==> src/rtl/requant_packer.sv <==
// Requantizes signed 32-bit activations to int8 in a 3-stage pipeline, packs four lanes per
// 32-bit word and queues the words in a first-word-fall-through FIFO toward the writer.
module requant_packer #(
  parameter int LANES      = 4,
  parameter int FIFO_DEPTH = 4
) (
  input  logic        clk,
  input  logic        reset,
  input  logic        valid_in,
  input  logic [31:0] data_in,
  input  logic        flush,
  input  logic [15:0] scale,
  input  logic [4:0]  shift,
  input  logic [7:0]  zero_point,
  output logic        out_valid,
  input  logic        out_ready,
  output logic [31:0] out_data,
  output logic [2:0]  out_count,
  output logic        overflow,
  input  logic        clear_overflow
);

  localparam int AW = $clog2(FIFO_DEPTH);

  // ---------------- S1: multiply ----------------
  logic               s1_valid, s1_flush;
  logic signed [48:0] s1_prod;
  logic        [4:0]  s1_shift;
  logic signed [7:0]  s1_zp;
  logic signed [48:0] mul_a, mul_b;

  assign mul_a = {{17{data_in[31]}}, data_in};
  assign mul_b = {33'd0, scale};

  always_ff @(posedge clk or posedge reset) begin
    if (reset) begin
      s1_valid <= 1'b0;
      s1_flush <= 1'b0;
      s1_prod  <= '0;
      s1_shift <= '0;
      s1_zp    <= '0;
    end else begin
      s1_valid <= valid_in;
      s1_flush <= flush;
      s1_prod  <= mul_a * mul_b;
      s1_shift <= shift;
      s1_zp    <= zero_point;
    end
  end

  // ---------------- S2: round, shift, offset ----------------
  // One guard bit above the product keeps the rounding add from wrapping.
  logic               s2_valid, s2_flush;
  logic signed [49:0] s2_v;
  logic signed [49:0] prod_ext, rnd, rounded, v_next;

  assign prod_ext = {s1_prod[48], s1_prod};
  assign rnd      = (s1_shift == 5'd0) ? '0 : (50'sd1 <<< (s1_shift - 5'd1));
  assign rounded  = (prod_ext + rnd) >>> s1_shift;
  assign v_next   = rounded + $signed({{42{s1_zp[7]}}, s1_zp});

  always_ff @(posedge clk or posedge reset) begin
    if (reset) begin
      s2_valid <= 1'b0;
      s2_flush <= 1'b0;
      s2_v     <= '0;
    end else begin
      s2_valid <= s1_valid;
      s2_flush <= s1_flush;
      s2_v     <= v_next;
    end
  end

  // ---------------- S3: saturate ----------------
  logic       s3_valid, s3_flush;
  logic [7:0] s3_byte, byte_next;

  always_comb begin
    byte_next = s2_v[7:0];
    if (s2_v > 50'sd127)       byte_next = 8'h7F;
    else if (s2_v < -50'sd128) byte_next = 8'h80;
  end

  always_ff @(posedge clk or posedge reset) begin
    if (reset) begin
      s3_valid <= 1'b0;
      s3_flush <= 1'b0;
      s3_byte  <= '0;
    end else begin
      s3_valid <= s2_valid;
      s3_flush <= s2_flush;
      s3_byte  <= byte_next;
    end
  end

  // ---------------- Packer ----------------
  // Lanes are zeroed after every push so a partial word already has its unused lanes cleared.
  logic [LANES-1:0][7:0] lanes_reg, lane_fill;
  logic [2:0]            ptr_reg, fill_count;
  logic                  push;
  logic [31:0]           push_word;

  genvar gi;
  generate
    for (gi = 0; gi < LANES; gi++) begin : g_lane
      assign lane_fill[gi] = (s3_valid && ptr_reg == 3'(gi)) ? s3_byte : lanes_reg[gi];
    end
  endgenerate

  assign fill_count = ptr_reg + {2'b00, s3_valid};
  assign push       = (fill_count == 3'(LANES)) || (s3_flush && fill_count != 3'd0);
  assign push_word  = lane_fill;

  always_ff @(posedge clk or posedge reset) begin
    if (reset) begin
      lanes_reg <= '0;
      ptr_reg   <= '0;
    end else begin
      lanes_reg <= push ? '0 : lane_fill;
      ptr_reg   <= push ? 3'd0 : fill_count;
    end
  end

  // ---------------- Output FIFO ----------------
  logic [31:0] mem_data  [FIFO_DEPTH];
  logic [2:0]  mem_count [FIFO_DEPTH];
  logic [AW:0] wr_ptr_reg, rd_ptr_reg;
  logic        empty, full, pop, wr_en;

  assign empty = (wr_ptr_reg == rd_ptr_reg);
  assign full  = (wr_ptr_reg[AW] != rd_ptr_reg[AW]) &&
                 (wr_ptr_reg[AW-1:0] == rd_ptr_reg[AW-1:0]);
  assign pop   = !empty && out_ready;
  assign wr_en = push && (!full || pop);

  always_ff @(posedge clk) begin
    if (wr_en) begin
      mem_data[wr_ptr_reg[AW-1:0]]  <= push_word;
      mem_count[wr_ptr_reg[AW-1:0]] <= fill_count;
    end
  end

  always_ff @(posedge clk or posedge reset) begin
    if (reset) begin
      wr_ptr_reg <= '0;
      rd_ptr_reg <= '0;
      overflow   <= 1'b0;
    end else begin
      if (wr_en) wr_ptr_reg <= wr_ptr_reg + 1'b1;
      if (pop)   rd_ptr_reg <= rd_ptr_reg + 1'b1;
      // A drop in the same cycle as a clear leaves the flag set.
      if (push && !wr_en)  overflow <= 1'b1;
      else if (clear_overflow) overflow <= 1'b0;
    end
  end

  assign out_valid = !empty;
  assign out_data  = empty ? 32'd0 : mem_data[rd_ptr_reg[AW-1:0]];
  assign out_count = empty ? 3'd0  : mem_count[rd_ptr_reg[AW-1:0]];

endmodule

==> config.mk <==
export PLATFORM = sky130hd
export DESIGN_NAME = requant_packer
export DESIGN_NICKNAME = d
export VERILOG_FILES = /design/src/rtl/requant_packer.sv
export SDC_FILE = /design/constraint.sdc
export NUM_CORES = 2
export LEC_CHECK = 0
export CORE_UTILIZATION = 65
export CTS_CLUSTER_SIZE = 30
export DETAILED_ROUTE_END_ITERATION = 16
export PLACE_DENSITY = 0.83
export SLEW_MARGIN = 20
export SYNTH_ARGS = -nofsm -noshare
export SYNTH_HDL_FRONTEND = slang
export SYNTH_SLANG_ARGS = --single-unit
==> constraint.sdc <==
create_clock -name clk -period 8.6 [get_ports clk]
set_input_delay 1.29 -clock clk [delete_from_list [all_inputs] [get_ports clk]]
set_output_delay 1.29 -clock clk [all_outputs]
set_load 0.02 [all_outputs]
# [Word level (Yosys, flattened, before mapping)]
# Memory sizes are Yosys's and may differ from the RTL's.
# Index checks and enable logic that the tools add are counted.
[word_totals] n_memories=2 wordCells=72 input_bits=67 ram_bits=140 out_inout_bits=37 reg_bits=168
[mem_list] name="mem_data" depth=4 word_bits=32 rd=1 rd_clocked_by_memory_dff=0 write_ports=1 line_no="125" text="logic [31:0] mem_data [FIFO_DEPTH];"
[mem_list] name="mem_count" depth=4 word_bits=3 rd=1 rd_clocked_by_memory_dff=0 write_ports=1 line_no="126" text="logic [2:0] mem_count [FIFO_DEPTH];"
[op_classes] n_reduce_logical=18 multipliers=1 add_sub_neg=6 n_lt_le_gt_ge=2 n_mux=15 shifts=2 eq_ne=7
[op_table] cell="2-to-1 mux 32 bit" count=2
[op_table] cell="adder 49 x 50 -> 50 bit" count=1
[op_table] cell="adder 50 x 8 -> 50 bit" count=1
[op_table] cell="greater-than comparator 50 x 8 -> 1 bit, second input constant" count=1
[op_table] cell="< comparator 50 x 8 -> 1 bit, second input constant" count=1
[op_table] cell="2-to-1 mux 50 bit" count=1
[op_table] cell="<<< shifter 1 x 5 -> 50 bit, first input constant" count=1
[op_table] cell=">>> shifter 50 x 5 -> 50 bit" count=1
[op_table] cell="multiplier 32 x 17 -> 49 bit" count=1
[op_table] cell="2-to-1 mux 8 bit" count=6
[op_table] cell="logical AND 1 bit" count=9
[op_table] cell="adder 3 x 1 -> 3 bit, second input constant" count=2
[op_table] cell="== test 3 x 2 -> 1 bit, second input constant" count=2
[op_table] cell="2-to-1 mux 3 bit" count=2
[op_table] cell="logical NOT 5 bit" count=1
[op_table] cell="subtractor 5 x 1 -> 5 bit, second input constant" count=1
[op_table] cell="2-to-1 mux 1 bit" count=4
[op_table] cell="adder 3 x 1 -> 3 bit" count=1
[op_table] cell="== test 3 x 1 -> 1 bit, second input constant" count=1
[op_table] cell="== test 3 bit" count=1
[op_table] cell="== test 3 bit, second input constant" count=1
[op_table] cell="logical NOT 1 bit" count=3
[op_table] cell="logical NOT 3 bit" count=1
[op_table] cell="nonzero test 3 bit" count=1
[op_table] cell="other kinds (4)" count=5

# [Logic depth before layout (Yosys ltp)]
[logic_depth] word_depth=8 ltp_mapped=34 depth_no_buf=30

# [Worst setup path after synthesis]
# No wires, ideal clock.
[synth_path] path_type="input port to flip-flop" start="input port scale[2]" end="register s1_prod[48]" path_buffers=1 t_arrival_ps=7592 setup_time_ps=80 stages=23 path_slack_ps=928 required_ps=8520 path_cell_list="clkbuf_1 -> nand2_1 -> fa_1 -> inv_1 -> fa_1 -> inv_1 -> fa_1 -> fa_1 -> fa_1 -> inv_1 -> fa_1 -> ha_1 -> a21o_1 -> a21o_1 -> a21o_1 -> a31o_2 -> a2111oi_0 -> o31a_1 -> o21ai_1 -> a211oi_1 -> o311ai_0 -> a21oi_1 -> xnor2_1"
[synth_via] elab_chain_len=1
[synth_lines] item="start, declared" line_no="12" text="input logic [15:0] scale,"
[synth_lines] item="multiplier 32 x 17 -> 49 bit" line_no="45" text="s1_prod <= mul_a * mul_b;"
[synth_lines] item="end signal, assigned" line_no="45"
[synth_lines] item="end, declared" line_no="27" text="logic signed [48:0] s1_prod;"
# Every way passes these cells.
# A chain may end at the register's enable or synchronous reset.

# [Final worst setup path]
[layout_path] start="register s1_shift[0]" end="register s2_v[46]"
[layout_via] elab_chain_len=6 word_cells_on_any_way=7 classes_between="add/sub (3); shift (2); mux (1); reduce/logical (1)"
[layout_lines] item="start, declared" line_no="28" text="logic [4:0] s1_shift;"
[layout_lines] item="start signal, assigned" line_no="46" text="s1_shift <= shift;"
[layout_lines] item="subtractor 5 x 1 -> 5 bit" line_no="58" text="assign rnd = (s1_shift == 5'd0) ? '0 : (50'sd1 <<< (s1_shift - 5'd1));"
[layout_lines] item="<<< shifter 1 x 5 -> 50 bit" line_no="58"
[layout_lines] item="2-to-1 mux 50 bit" line_no="58"
[layout_lines] item="adder 49 x 50 -> 50 bit" line_no="59" text="assign rounded = (prod_ext + rnd) >>> s1_shift;"
[layout_lines] item=">>> shifter 50 x 5 -> 50 bit (*)" line_no="59"
[layout_lines] item="adder 50 x 8 -> 50 bit (*)" line_no="60" text="assign v_next = rounded + $signed({{42{s1_zp[7]}}, s1_zp});"
[layout_lines] item="net v_next[46]" line_no="55" text="logic signed [49:0] prod_ext, rnd, rounded, v_next;"
[layout_lines] item="end signal, assigned" line_no="70" text="s2_v <= v_next;"
[layout_lines] item="end, declared" line_no="54" text="logic signed [49:0] s2_v;"
# The timed path passes the listed nets; every way through them passes the cells marked *.

==> results.txt <==
synth warn - 0
Buf+Inv Stages, Crit Path - 4
CTS buffer count - 29
H-tree lvl count - 1
# rows - 87
share of cells above drive strength 1 - 0.08127
TritonCTS clock tree - done
cells after synthesis - 3,851
antenna-violating nets left - 0
Port Buffers - 103
antenna violations before repair - 1
most frequent cells in the layout - 559 x inv_1, 491 x fa_1, 477 x nand2_1, 216 x and2_1, 205 x ha_1
DR pass1 iterations - 8
worst min-delay path class - reg -> reg
critical path peak fanout - 12
delay-heaviest family, CP - compound AO/OA/AOI/OAI gates
critical path type - reg -> reg
syn nets - 4,614
initial DRC count - 2,458
RSZ-0062 raised after global routing - false
Mapped Avg Cell Area - 9.600 um^2
Placement Cell Area - 0.03930 mm^2
io pins - 104
crit path DAT - 8670 ps
DP Worst Slack - 21.37 ps
Global Route Usage Sum - 0.3495
Clock transition at path regs - 70 ps
Total Neg Setup Slack - 0 ps
synthesized cell area - 0.03697 mm^2
startpoint types - flop
largest net degree at the start of global routing - 66
Final setup viols - 0
worst skew pair latency - 610 ps
commonest non-fill, non-tap cell in the layout - inv_1
die width - 240.5 um
first-pass GRT wire length - 157.7 mm
Placeable Area - 0.05628 mm^2
CP required - 9080 ps
CTS root buffer - clkbuf_16
setup ws final - 406.5 ps
CP max stage delay - 700 ps
Largest register FFs - 128
Post-route DRC - 0
gr ovfl total - 0
final hold vios - 0
fin crit period - 8194 ps
Worst setup EP type - flop
CP max-delay cell - or4b_2
Layout area overhead - 9.050%
Worst Tran Pin Value - 1022 ps
vias in the first global route - 29,660
Rel. slew slack - 0.3154
routed via count - 28,590
post-synthesis cell type count - 94
post-CTS setup repair buffer count - 0
Max Cap Viol - 0
outcome - completed
final period utilization - 0.9527
drt total wl - 97.76 mm
Initial Utilization - 0.6569
flops & latches, synth - 308
Net count, final - 4,690
Placer Congestion - 0.9684
post-detail-place hpwl - 75.81 mm
Die ar. - 0.05783 mm^2
CTS Sinks - 308
Post-synth EDFFs - 140
Synth async-reset ratio - 0.5455
cell area after layout - 0.04031 mm^2
vias per cell - 6.073
Max clock buf depth - 3
Seq/Total Area, Yosys - 0.2274
Avg WL per Cell - 20.77 um
clk_skew - 23.47 ps
max-slew violation count - 0
Die H - 240.5 um
ys flop type - dfrtp_1
Max Fclk - 122.0 MHz
-- path summary, 6_finish.rpt --
kind,startpoint,end,slack [ps],cells past startpoint
worst max-delay path,s1_shift[0],s2_v[46],410,31
worst min-delay path,s2_valid,s3_valid,350,0
worst max register to register,s1_shift[0],s2_v[46],410,31
worst min register to register,s2_valid,s3_valid,350,0
max in group asynchronous,reset,s2_v[27],6280,3
min in group asynchronous,reset,s1_flush,1110,2
-- cells in the mapped netlist (7+ instances only) --
cell type	n	area, um^2
xnor2_1	93	814.5
o211ai_1	22	165.2
nor4_1	17	106.4
buf_1	16	60.06
o21ai_0	103	515.5
mux4_2	44	991.0
mux2i_1	57	570.6
edfxtp_1	140	4204
inv_1	561	2106
nand2_1	477	1790
o21a_1	25	187.7
a31o_2	9	78.83
xor2_1	47	411.6
a221o_1	7	70.07
nor2_1	172	645.6
clkbuf_1	157	589.3
nand3_1	45	225.2
nor2b_1	87	544.3
o311ai_0	12	105.1
o31a_1	9	78.83
nand2b_1	21	131.4
and3_1	22	137.6
dfrtp_1	168	4204
ha_1	205	2565
nand4_1	34	212.7
nor3_1	40	200.2
fa_1	491	9829
a211oi_1	34	255.2
a21oi_1	161	805.8
o22ai_1	16	100.1
a31oi_1	31	193.9
a21o_1	85	638.1
or2_2	10	62.56
o31ai_1	17	127.6
o21bai_1	14	105.1
mux2_2	58	653.1
and2_1	217	1358
-- final cells by class --
class                   instances  area, um^2
clock buffers                  39       878.3
diodes                          1       2.502
multi-input cells            2798       25760
clock inverters                15       105.1
inverters                     563        2118
repair buffers                227        2087
flip-flops and latches        308        8412
fillers                      4153       15960
well taps                     756       945.9
-- worst reg2reg max path: cells and delay by family, from the launching register on --
kind / cells / cell delay, ps
compound gates: 11 / 2660
simple gates: 10 / 2420
xor+xnor: 1 / 140
buf+inv: 4 / 740
fa+ha+maj: 3 / 1060
mux: 2 / 490
flops: 1 / 560
-- stage by stage --
stage	cells	hold slack, ps	util
CTS	4706	350.8	0.7158
floorplan	3851	331.2	-
global route	4707	360.7	0.7163
detailed placement	4652	334.7	0.6983
global placement	4652	334.4	0.6983
finish	4707	349.2	0.7163
-- layer usage --
layer	track usage	part of all wire
met1	0.4433	0.39
met2	0.5992	0.50
met3	0.04225	0.064
met4	0.1608	0.047
met5	0	0
-- logic make-up (layout without fill, tap and decap cells) --
logic type	after synthesis	count (layout)	share of synthesized area
adders and majority gates	696	696	0.3353
other	1	2	0.0001014
xor gates and xnor gates	140	140	0.03317
buffers and inverters	745	844	0.07652
AOI/OAI and AO/OA	636	636	0.1151
and+or+nand+nor	1164	1164	0.1516
DFF	308	308	0.2274
muxes	161	161	0.06072
-- what timing repair did --
item | 4_1_cts | 5_1_grt
hold buffers | 0 | 0
gates resized for setup | 0 | 4
setup endpoints to repair | 0 | 5
endpoints found under the hold margin | 0 | 0
Power is not shown: default switching activity piles up to over one toggle a cycle in this logic, so the estimate is an artifact.
